File: src/rtl/ysyx_23060203_pkg.sv
// ysyx_23060203_pkg -- shared constants and types for the write-back unit.
//   NR_REG_DEFAULT : number of architectural GPRs (RV32E, x0 hardwired to zero)
//   REG_W          : register-index width
//   XLEN           : datapath width
//   CNT_W          : width of the per-register pending-write counter
package ysyx_23060203_pkg;

  localparam int NR_REG_DEFAULT = 16;
  localparam int REG_W          = 4;
  localparam int XLEN           = 32;
  localparam int CNT_W          = 2;

  // Saturation value of a pending counter; issue stalls here.
  localparam logic [CNT_W-1:0] CNT_MAX = '1;

  // The single write-back slot that drives the GPR write master.
  typedef struct packed {
    logic             valid;
    logic [REG_W-1:0] addr;
    logic [XLEN-1:0]  data;
  } wb_req_t;

endpackage

File: src/rtl/ysyx_23060203_wbu_arb.sv
// ysyx_23060203_wbu_arb -- 2-way round-robin arbiter between the EXU and LSU
// result channels.
//   clock, reset         : clock, asynchronous active-high reset
//   exu_valid, lsu_valid : requests from the two result channels
//   exu_grant, lsu_grant : one-hot (or zero) grant, only to a requesting channel
// The write-back slot retires every cycle, so a grant is always an acceptance
// and the last-grant pointer advances on every grant.
module ysyx_23060203_wbu_arb (
  input  logic clock,
  input  logic reset,
  input  logic exu_valid,
  input  logic lsu_valid,
  output logic exu_grant,
  output logic lsu_grant
);

  localparam logic [0:0] LAST_EXU = 1'b0;
  localparam logic [0:0] LAST_LSU = 1'b1;

  logic [0:0] last_q;

  // NOTE: every output of a combinational block is assigned on every path,
  // otherwise synthesis infers a latch to hold the old value.
  always_comb begin
    // With both requesting, the channel that did not win last time wins.
    exu_grant = exu_valid && (!lsu_valid || (last_q == LAST_LSU));
    lsu_grant = lsu_valid && !exu_grant;
  end

  // NOTE: clocked state uses non-blocking assignments so every flop samples
  // the values from before the edge, independent of statement order.
  always_ff @(posedge clock or posedge reset) begin
    if (reset) begin
      last_q <= LAST_EXU;  // makes LSU the first winner of a tie
    end else if (exu_grant) begin
      last_q <= LAST_EXU;
    end else if (lsu_grant) begin
      last_q <= LAST_LSU;
    end
  end

endmodule

File: src/rtl/ysyx_23060203_wbu.sv
// ysyx_23060203_wbu -- write-back unit.
// Arbitrates the EXU and LSU result channels into a single registered GPR
// write port and keeps a per-register pending-write scoreboard used by issue
// to stall on WAW overflow and by decode for RAW hazard queries.
//   clock, reset                  : clock, asynchronous active-high reset
//   exu_valid/ready/rd/data       : EXU result channel
//   lsu_valid/ready/rd/data       : LSU load-result channel
//   iss_valid/ready/rd            : issue reserves a destination register
//   qry_rs1/2 -> qry_busy1/2      : combinational hazard query
//   gpr_wen/waddr/wdata           : GPR file write master (registered)
// Optional feature, macro YSYX_23060203_WBU_BYPASS_EN: a query hitting the
// last outstanding write that retires this cycle reports not-busy and the
// value is provided on qry_fwd_data1/2.
module ysyx_23060203_wbu
  import ysyx_23060203_pkg::*;
#(
  parameter int NR_REG = NR_REG_DEFAULT
) (
  input  logic             clock,
  input  logic             reset,
  input  logic             exu_valid,
  output logic             exu_ready,
  input  logic [REG_W-1:0] exu_rd,
  input  logic [XLEN-1:0]  exu_data,
  input  logic             lsu_valid,
  output logic             lsu_ready,
  input  logic [REG_W-1:0] lsu_rd,
  input  logic [XLEN-1:0]  lsu_data,
  input  logic             iss_valid,
  output logic             iss_ready,
  input  logic [REG_W-1:0] iss_rd,
  input  logic [REG_W-1:0] qry_rs1,
  input  logic [REG_W-1:0] qry_rs2,
  output logic             qry_busy1,
  output logic             qry_busy2,
  output logic             gpr_wen,
  output logic [REG_W-1:0] gpr_waddr,
  output logic [XLEN-1:0]  gpr_wdata
`ifdef YSYX_23060203_WBU_BYPASS_EN
  ,
  output logic [XLEN-1:0]  qry_fwd_data1,
  output logic [XLEN-1:0]  qry_fwd_data2
`endif
);

  wb_req_t                       wb_q;
  logic [NR_REG-1:0][CNT_W-1:0]  cnt_q;    // entry 0 never increments
  logic [NR_REG-1:0]             inc_vec;
  logic [NR_REG-1:0]             dec_vec;
  logic                          exu_fire;
  logic                          lsu_fire;
  logic                          iss_fire;
  logic                          retire_at_zero;

  // Pending count of a register; x0 and indices beyond NR_REG read as zero.
  function automatic logic [CNT_W-1:0] cnt_of(input logic [REG_W-1:0] idx);
    if (idx == '0 || 32'(idx) >= NR_REG) return '0;
    return cnt_q[idx];
  endfunction

  // ---------------------------------------------------------------------------
  // Result arbitration. The slot retires unconditionally each cycle, so the
  // ready of a channel is exactly its grant.
  // ---------------------------------------------------------------------------
  ysyx_23060203_wbu_arb u_arb (
    .clock     (clock),
    .reset     (reset),
    .exu_valid (exu_valid),
    .lsu_valid (lsu_valid),
    .exu_grant (exu_ready),
    .lsu_grant (lsu_ready)
  );

  assign exu_fire = exu_valid && exu_ready;
  assign lsu_fire = lsu_valid && lsu_ready;

  // ---------------------------------------------------------------------------
  // Write-back slot: loaded on acceptance, otherwise emptied after one cycle.
  // ---------------------------------------------------------------------------
  always_ff @(posedge clock or posedge reset) begin
    if (reset) begin
      wb_q <= '0;
    end else if (exu_fire) begin
      wb_q <= '{valid: 1'b1, addr: exu_rd, data: exu_data};
    end else if (lsu_fire) begin
      wb_q <= '{valid: 1'b1, addr: lsu_rd, data: lsu_data};
    end else begin
      wb_q.valid <= 1'b0;
    end
  end

  assign gpr_wen   = wb_q.valid;
  assign gpr_waddr = wb_q.addr;
  assign gpr_wdata = wb_q.data;

  // ---------------------------------------------------------------------------
  // Pending-write scoreboard.
  // A retire in the same cycle does not lift the stall: the count is still 3
  // when issue is evaluated, which keeps the ready path off the retire logic.
  // ---------------------------------------------------------------------------
  assign iss_ready = !((iss_rd != '0) && (cnt_of(iss_rd) == CNT_MAX));
  assign iss_fire  = iss_valid && iss_ready;

  always_comb begin
    inc_vec = '0;
    dec_vec = '0;
    for (int i = 1; i < NR_REG; i++) begin
      inc_vec[i] = iss_fire && (32'(iss_rd) == i);
      // A retire against an empty counter is dropped rather than wrapping.
      dec_vec[i] = wb_q.valid && (32'(wb_q.addr) == i) && (cnt_q[i] != '0);
    end
  end

  // NOTE: the counter array is architectural state that hazard checks read
  // straight after reset, so unlike a data RAM it must be reset.
  always_ff @(posedge clock or posedge reset) begin
    if (reset) begin
      cnt_q <= '0;
    end else begin
      for (int i = 1; i < NR_REG; i++) begin
        if (inc_vec[i] && !dec_vec[i]) begin
          cnt_q[i] <= cnt_q[i] + 1'b1;
        end else if (dec_vec[i] && !inc_vec[i]) begin
          cnt_q[i] <= cnt_q[i] - 1'b1;
        end
      end
    end
  end

  // ---------------------------------------------------------------------------
  // Hazard query.
  // ---------------------------------------------------------------------------
  always_comb begin
    qry_busy1 = (qry_rs1 != '0) && (cnt_of(qry_rs1) != '0);
    qry_busy2 = (qry_rs2 != '0) && (cnt_of(qry_rs2) != '0);
`ifdef YSYX_23060203_WBU_BYPASS_EN
    // The only outstanding write is the one on the GPR port right now.
    if (wb_q.valid && (wb_q.addr == qry_rs1) && (cnt_of(qry_rs1) == CNT_W'(1)))
      qry_busy1 = 1'b0;
    if (wb_q.valid && (wb_q.addr == qry_rs2) && (cnt_of(qry_rs2) == CNT_W'(1)))
      qry_busy2 = 1'b0;
`endif
  end

`ifdef YSYX_23060203_WBU_BYPASS_EN
  assign qry_fwd_data1 = wb_q.data;
  assign qry_fwd_data2 = wb_q.data;
`endif

  // A retire to a register with nothing pending is a producer protocol error.
  assign retire_at_zero = wb_q.valid && (wb_q.addr != '0) && (cnt_of(wb_q.addr) == '0);

  a_retire_pending : assert property (@(posedge clock) disable iff (reset) !retire_at_zero);

endmodule

File: config.mk
export PLATFORM = sky130hd
export DESIGN_NAME = ysyx_23060203_wbu
export DESIGN_NICKNAME = d
export VERILOG_FILES = /design/src/rtl/ysyx_23060203_pkg.sv /design/src/rtl/ysyx_23060203_wbu_arb.sv /design/src/rtl/ysyx_23060203_wbu.sv
export SDC_FILE = /design/constraint.sdc
export NUM_CORES = 1
export LEC_CHECK = 0
export ABC_AREA = 1
export BUFFER_PORTS_ARGS = -buffer_cell sky130_fd_sc_hd__buf_2
export CORE_ASPECT_RATIO = 1.75
export CORE_MARGIN = 2
export CORE_UTILIZATION = 48
export CTS_BUF_LIST = sky130_fd_sc_hd__clkbuf_16
export CTS_CLUSTER_SIZE = 16
export DETAILED_ROUTE_END_ITERATION = 6
export HOLD_SLACK_MARGIN = 0.12
export PLACE_DENSITY_LB_ADDON = 0.15
export SYNTH_ARGS = -nofsm -noshare
export SYNTH_HDL_FRONTEND = slang
export SYNTH_SLANG_ARGS = --single-unit
File: constraint.sdc
create_clock -name clock -period 4.8 [get_ports clock]
set_input_delay 0.96 -clock clock [delete_from_list [all_inputs] [get_ports clock]]
set_output_delay 0.96 -clock clock [all_outputs]
set_load 0.02 [all_outputs]
* Yosys cells after proc, flatten, opt, wreduce, memory -nomap -nowiden
Cells that the tools add are included.
Operators by class: magnitude comparators 3, add/sub/neg operators 30, equality and inequality tests 31, reductions and logical operators 157, multiplexer cells 50
Operator list (number):
- logical AND 1 bit | 83
- 2-to-1 mux 2 bit | 39
- nonzero test 2 bit | 34
- == test 4 bit (second input constant) | 16
- 2-to-1 mux 37 bit | 1
- 2-to-1 mux 36 bit | 1
- zero test 1 bit | 33
- == test 4 x 3 -> 1 bit (second input constant) | 8
- adder 2 x 1 -> 2 bit (second input constant) | 15
- subtractor 2 x 1 -> 2 bit (second input constant) | 15
- binary-select mux 2 bit (select 4 bit) | 3
- == test 4 x 2 -> 1 bit (second input constant) | 4
- < comparator 4 x 5 -> 1 bit (second input constant) | 3
- zero test 4 bit | 3
- nonzero test 4 bit | 3
- == test 4 x 1 -> 1 bit (second input constant) | 2
- 2-to-1 mux 1 bit | 6
- == test 2 bit (second input constant) | 1
- logical OR 1 bit | 1
Word-level totals: output and inout port bits 42, input bits 89, word-level logic and storage cells 290, register bits 68

* Longest topological paths before layout
word-level depth 12, mapped depth 18, mapped depth without buffers 16

* Cells and area by module
A second synthesis with hierarchy kept.
Second synthesis, totals: cell total of the unflattened synthesis 567, area, all modules 4192.8 µm²
By module, submodules not included:
- ysyx_23060203_wbu | area each 4136.5 µm², seq. area each 1676.6 µm², instances 1, cells an instance 560
- ysyx_23060203_wbu_arb | area each 56.3 µm², seq. area each 25.0 µm², instances 1, cells an instance 7

* Worst setup path after synthesis
No wires, ideal clock.
kind input-to-output, from input port lsu_valid, to output port lsu_ready, required time 3.840 ns, stages on the path 5, arrival time 1.986 ns, path buffers 1, path slack 1.854 ns, cells stage by stage inv_1 > o21ai_2 > inv_1 > clkbuf_1 > nor2_1
On the way: longest elaborated chain between the ends 5
RTL lines:
- start: declaration | RTL line ysyx_23060203_wbu.sv:25 | input logic lsu_valid,
- zero test 1 bit | RTL line ysyx_23060203_wbu_arb.sv:26 | exu_grant = exu_valid && (!lsu_valid || (last_q == LAST_LSU));
- logical OR 1 bit | RTL line ysyx_23060203_wbu_arb.sv:26
- logical AND 1 bit | RTL line ysyx_23060203_wbu_arb.sv:26
- via exu_ready | RTL line ysyx_23060203_wbu.sv:22 | output logic exu_ready,
- zero test 1 bit | RTL line ysyx_23060203_wbu_arb.sv:27 | lsu_grant = lsu_valid && !exu_grant;
- logical AND 1 bit | RTL line ysyx_23060203_wbu_arb.sv:27
- end: declaration | RTL line ysyx_23060203_wbu.sv:26 | output logic lsu_ready,
The timed path passes the listed nets, and every way through them passes these cells.

* Final worst setup path
from input port iss_rd[0], to output port iss_ready
On the way: longest elaborated chain between the ends 6, elaborated cells on any way between the ends 9, those cells by class 1 x eq/ne; 4 x mux; 4 x reduce/logical
RTL lines:
- start: declaration | RTL line ysyx_23060203_wbu.sv:31 | input logic [REG_W-1:0] iss_rd,
- binary-select mux 2 bit (select 4 bit) or zero test 4 bit (tied branches) | RTL line ysyx_23060203_wbu.sv:58, ysyx_23060203_wbu.sv:57
- 2-to-1 mux 2 bit (implied by the code) or 2-to-1 mux 1 bit (tied branches) | RTL line ysyx_23060203_wbu.sv:58, ysyx_23060203_wbu.sv:57
- 2-to-1 mux 2 bit | RTL line ysyx_23060203_wbu.sv:58 | return cnt_q[idx];
- == test 2 bit | RTL line ysyx_23060203_wbu.sv:101 | assign iss_ready = !((iss_rd != '0) && (cnt_of(iss_rd) == CNT_MAX));
- logical AND 1 bit (*) | RTL line ysyx_23060203_wbu.sv:101
- zero test 1 bit (*) | RTL line ysyx_23060203_wbu.sv:101
- end: declaration | RTL line ysyx_23060203_wbu.sv:30 | output logic iss_ready,
Mark *: on every way between the ends. The rest lies on a longest branch, timed or not. The select of a mux whose other input is x is not followed.

==> qor.yml <==
power_and_ir_drop:
  power.density_mw_per_mm2: 437
  leakage_nw: 2.63
  peakVddDrop_mv: 0.227
worst_setup_path:
  crit_path_end_kind: "output port"
  worstPathArrival_ps: 2430
  start_kind: "input pin"
  path_class: "in2out"
  cp.required_ps: 3840
  crit_path_max_fanout: 15
timing:
  drv_slew: 0
  max_freq_mhz: 295
  rsz0062_at_grt: "no"
  clock_skew_ps: 6.31
  min_period_ps: 3390
  worstMarginPinSlew_ps: 1030
  setup_viol: 0
  relSlewSlack: 0.313
  timing.final.hold_violations: 0
  setup_tns_ps: 0
  min_period_over_period: 0.707
global_routing:
  grtUsageTotal: 0.261
  grt_start_max_net_pins: 74
  antenna_found_initial: 0
  grt_overflow: 0
  grt_pass1_wl_mm: 18.7
  grt_pass1_vias: 3971
outcome:
  status: "finished clean"
floorplan:
  io_pins: 131
  die_y_um: 126
  start_util: 0.494
  rows: 44
  die-area_mm2: 0.00934
  core_mm2: 0.00831
  die_w_um: 73.9
logic_synthesis:
  synth_cells: 566
  synth.yosys.seq_area_share: 0.414
  synth_area_mm2: 0.00411
  ys_seq_elements: 68
  avgSynthCellArea_um2: 7.26
  yosys_warnings: 2
  synth_fp_nets: 670
  ys_types: 20
cells_and_area:
  drive_above_1_share: 0.216
  area_delta_synth_final_pct: 23.7
  final_area_mm2: 0.00508
  antenna_cells: 0
  final_common_cell: "nand2_1"
  most-common-layout-cells: "nand2_1 (174), buf_2 (130), nor2_1 (82), dfrtp_1 (68), inv_1 (50)"
  nets: 795
placement:
  gp_congestion: 1.03
  io_buffer_count: 130
  dp_hpwl_mm: 8.95
  dpl_cell_area_mm2: 0.00483
drt:
  routedWlPerCell_um: 14.3
  first_pass_iters: 5
  via_count: 4154
  finalWirelength_mm: 11.6
  dr.first_iter.drc_count: 281
  antenna_left: 0
  viasPerCell: 5.13
  post-route-drc-count: 0
clock_tree:
  cts_sinks: 68
  cts_made_buffers: 9
  cts_root_buf: "clkbuf_16"
  h-tree-depth: 3
  ctsLongestPathBuffers: 2
  clkSlewWorstSetupHoldPaths_ps: 50
  cts_hold_buf: 0
  clkLatencyLatePin_ps: 330
  cts_setup_buffers: 0
  cts_tree: "yes"
  post_cts_resized: 0
hold_path:
  holdCritPathClass: "reg2reg"
job:
  maxCapViolations: 0
## path summary, 6_finish.rpt
kind | to | from | slack [ps] | cells past startpoint
max | iss_ready | iss_rd[0] | 1410 | 9
min | cnt_q[2] | cnt_q[2] | 500 | 1
max reg2reg | gpr_wdata[4] | u_arb.last_q | 2520 | 6
min reg2reg | cnt_q[2] | cnt_q[2] | 500 | 1
max in group asynchronous | u_arb.last_q | reset | 3080 | 3
min in group asynchronous | gpr_wdata[27] | reset | 820 | 2
## stage by stage
stage / power [mW] / setup slack (ps) / util / hold WS [ps] / instances
floorplan: 1.39 / 1850 / - / 467 / 566
global placement: 1.63 / 1390 / 0.581 / 487 / 795
detailed placement: 1.65 / 1310 / 0.581 / 487 / 795
CTS: 2.22 / 1430 / 0.611 / 498 / 809
global route: 2.36 / 1320 / 0.611 / 515 / 809
finish: 2.22 / 1410 / 0.611 / 504 / 809
## flip-flops by register name, indices dropped and copies added, names as in the netlist
| name | count |
|---|---|
| gpr_wdata | 32 |
| cnt_q | 30 |
| gpr_waddr | 4 |
| gpr_wen | 1 |
| u_arb.last_q | 1 |
## final cells by class
cell class | instances | area (µm²)
flip-flops and latches | 68 | 1700
repair buffers | 133 | 673
fillers | 764 | 3230
multi-input cells | 428 | 2120
clock buffers | 9 | 225
inverters | 51 | 191
clock inverters | 5 | 23.8
well taps | 115 | 144
## where the power goes
group / switching, mW / total, mW / internal [mW]
Sequential: 0.176 / 0.922 / 0.746
Clock: 0.230 / 0.566 / 0.336
Combinational: 0.453 / 0.729 / 0.276
## cell families (layout without fill, tap and decap cells)
group | count (synthesis) | count (layout) | synth area share
xor+xnor | 30 | 30 | 0.0640
compound gates | 89 | 89 | 0.123
simple gates | 294 | 294 | 0.284
flops | 68 | 68 | 0.414
fa+ha+maj | 15 | 15 | 0.0457
buf+inv | 70 | 198 | 0.0692
## critical path, stage by stage
cell	delay, ps
buf_2	250
inv_2	150
nor2_1	430
nand3_1	180
nand3_1	120
nor2_1	50
nand2_1	70
nand2_2	60
buf_2	150
## synth_stat cells
cell / instances / share of area
a21oi_1: 21 / 0.026
a31oi_1: 38 / 0.058
buf_2: 5 / 0.0061
buf_6: 2 / 0.0055
clkbuf_1: 12 / 0.011
dfrtp_1: 68 / 0.41
ha_1: 15 / 0.046
inv_1: 49 / 0.045
inv_2: 2 / 0.0018
nand2_1: 174 / 0.16
nand2_2: 2 / 0.0030
nand3_1: 25 / 0.030
nand3b_1: 5 / 0.0091
nor2_1: 82 / 0.075
nor3_1: 6 / 0.0073
o211ai_1: 3 / 0.0055
o21ai_0: 26 / 0.032
o21ai_2: 1 / 0.0021
xnor2_1: 22 / 0.047
xor2_1: 8 / 0.017
## metal layers
metal / routed length, µm / global-route usage / up-vias
met2: 6030 / 0.454 / 166
met5: 0 / 0 / -
li1: - / - / 2074
met1: 4280 / 0.286 / 1871
met3: 699 / 0.0612 / 43
met4: 589 / 0.136 / 0
(Power assumes the default switching activity.)
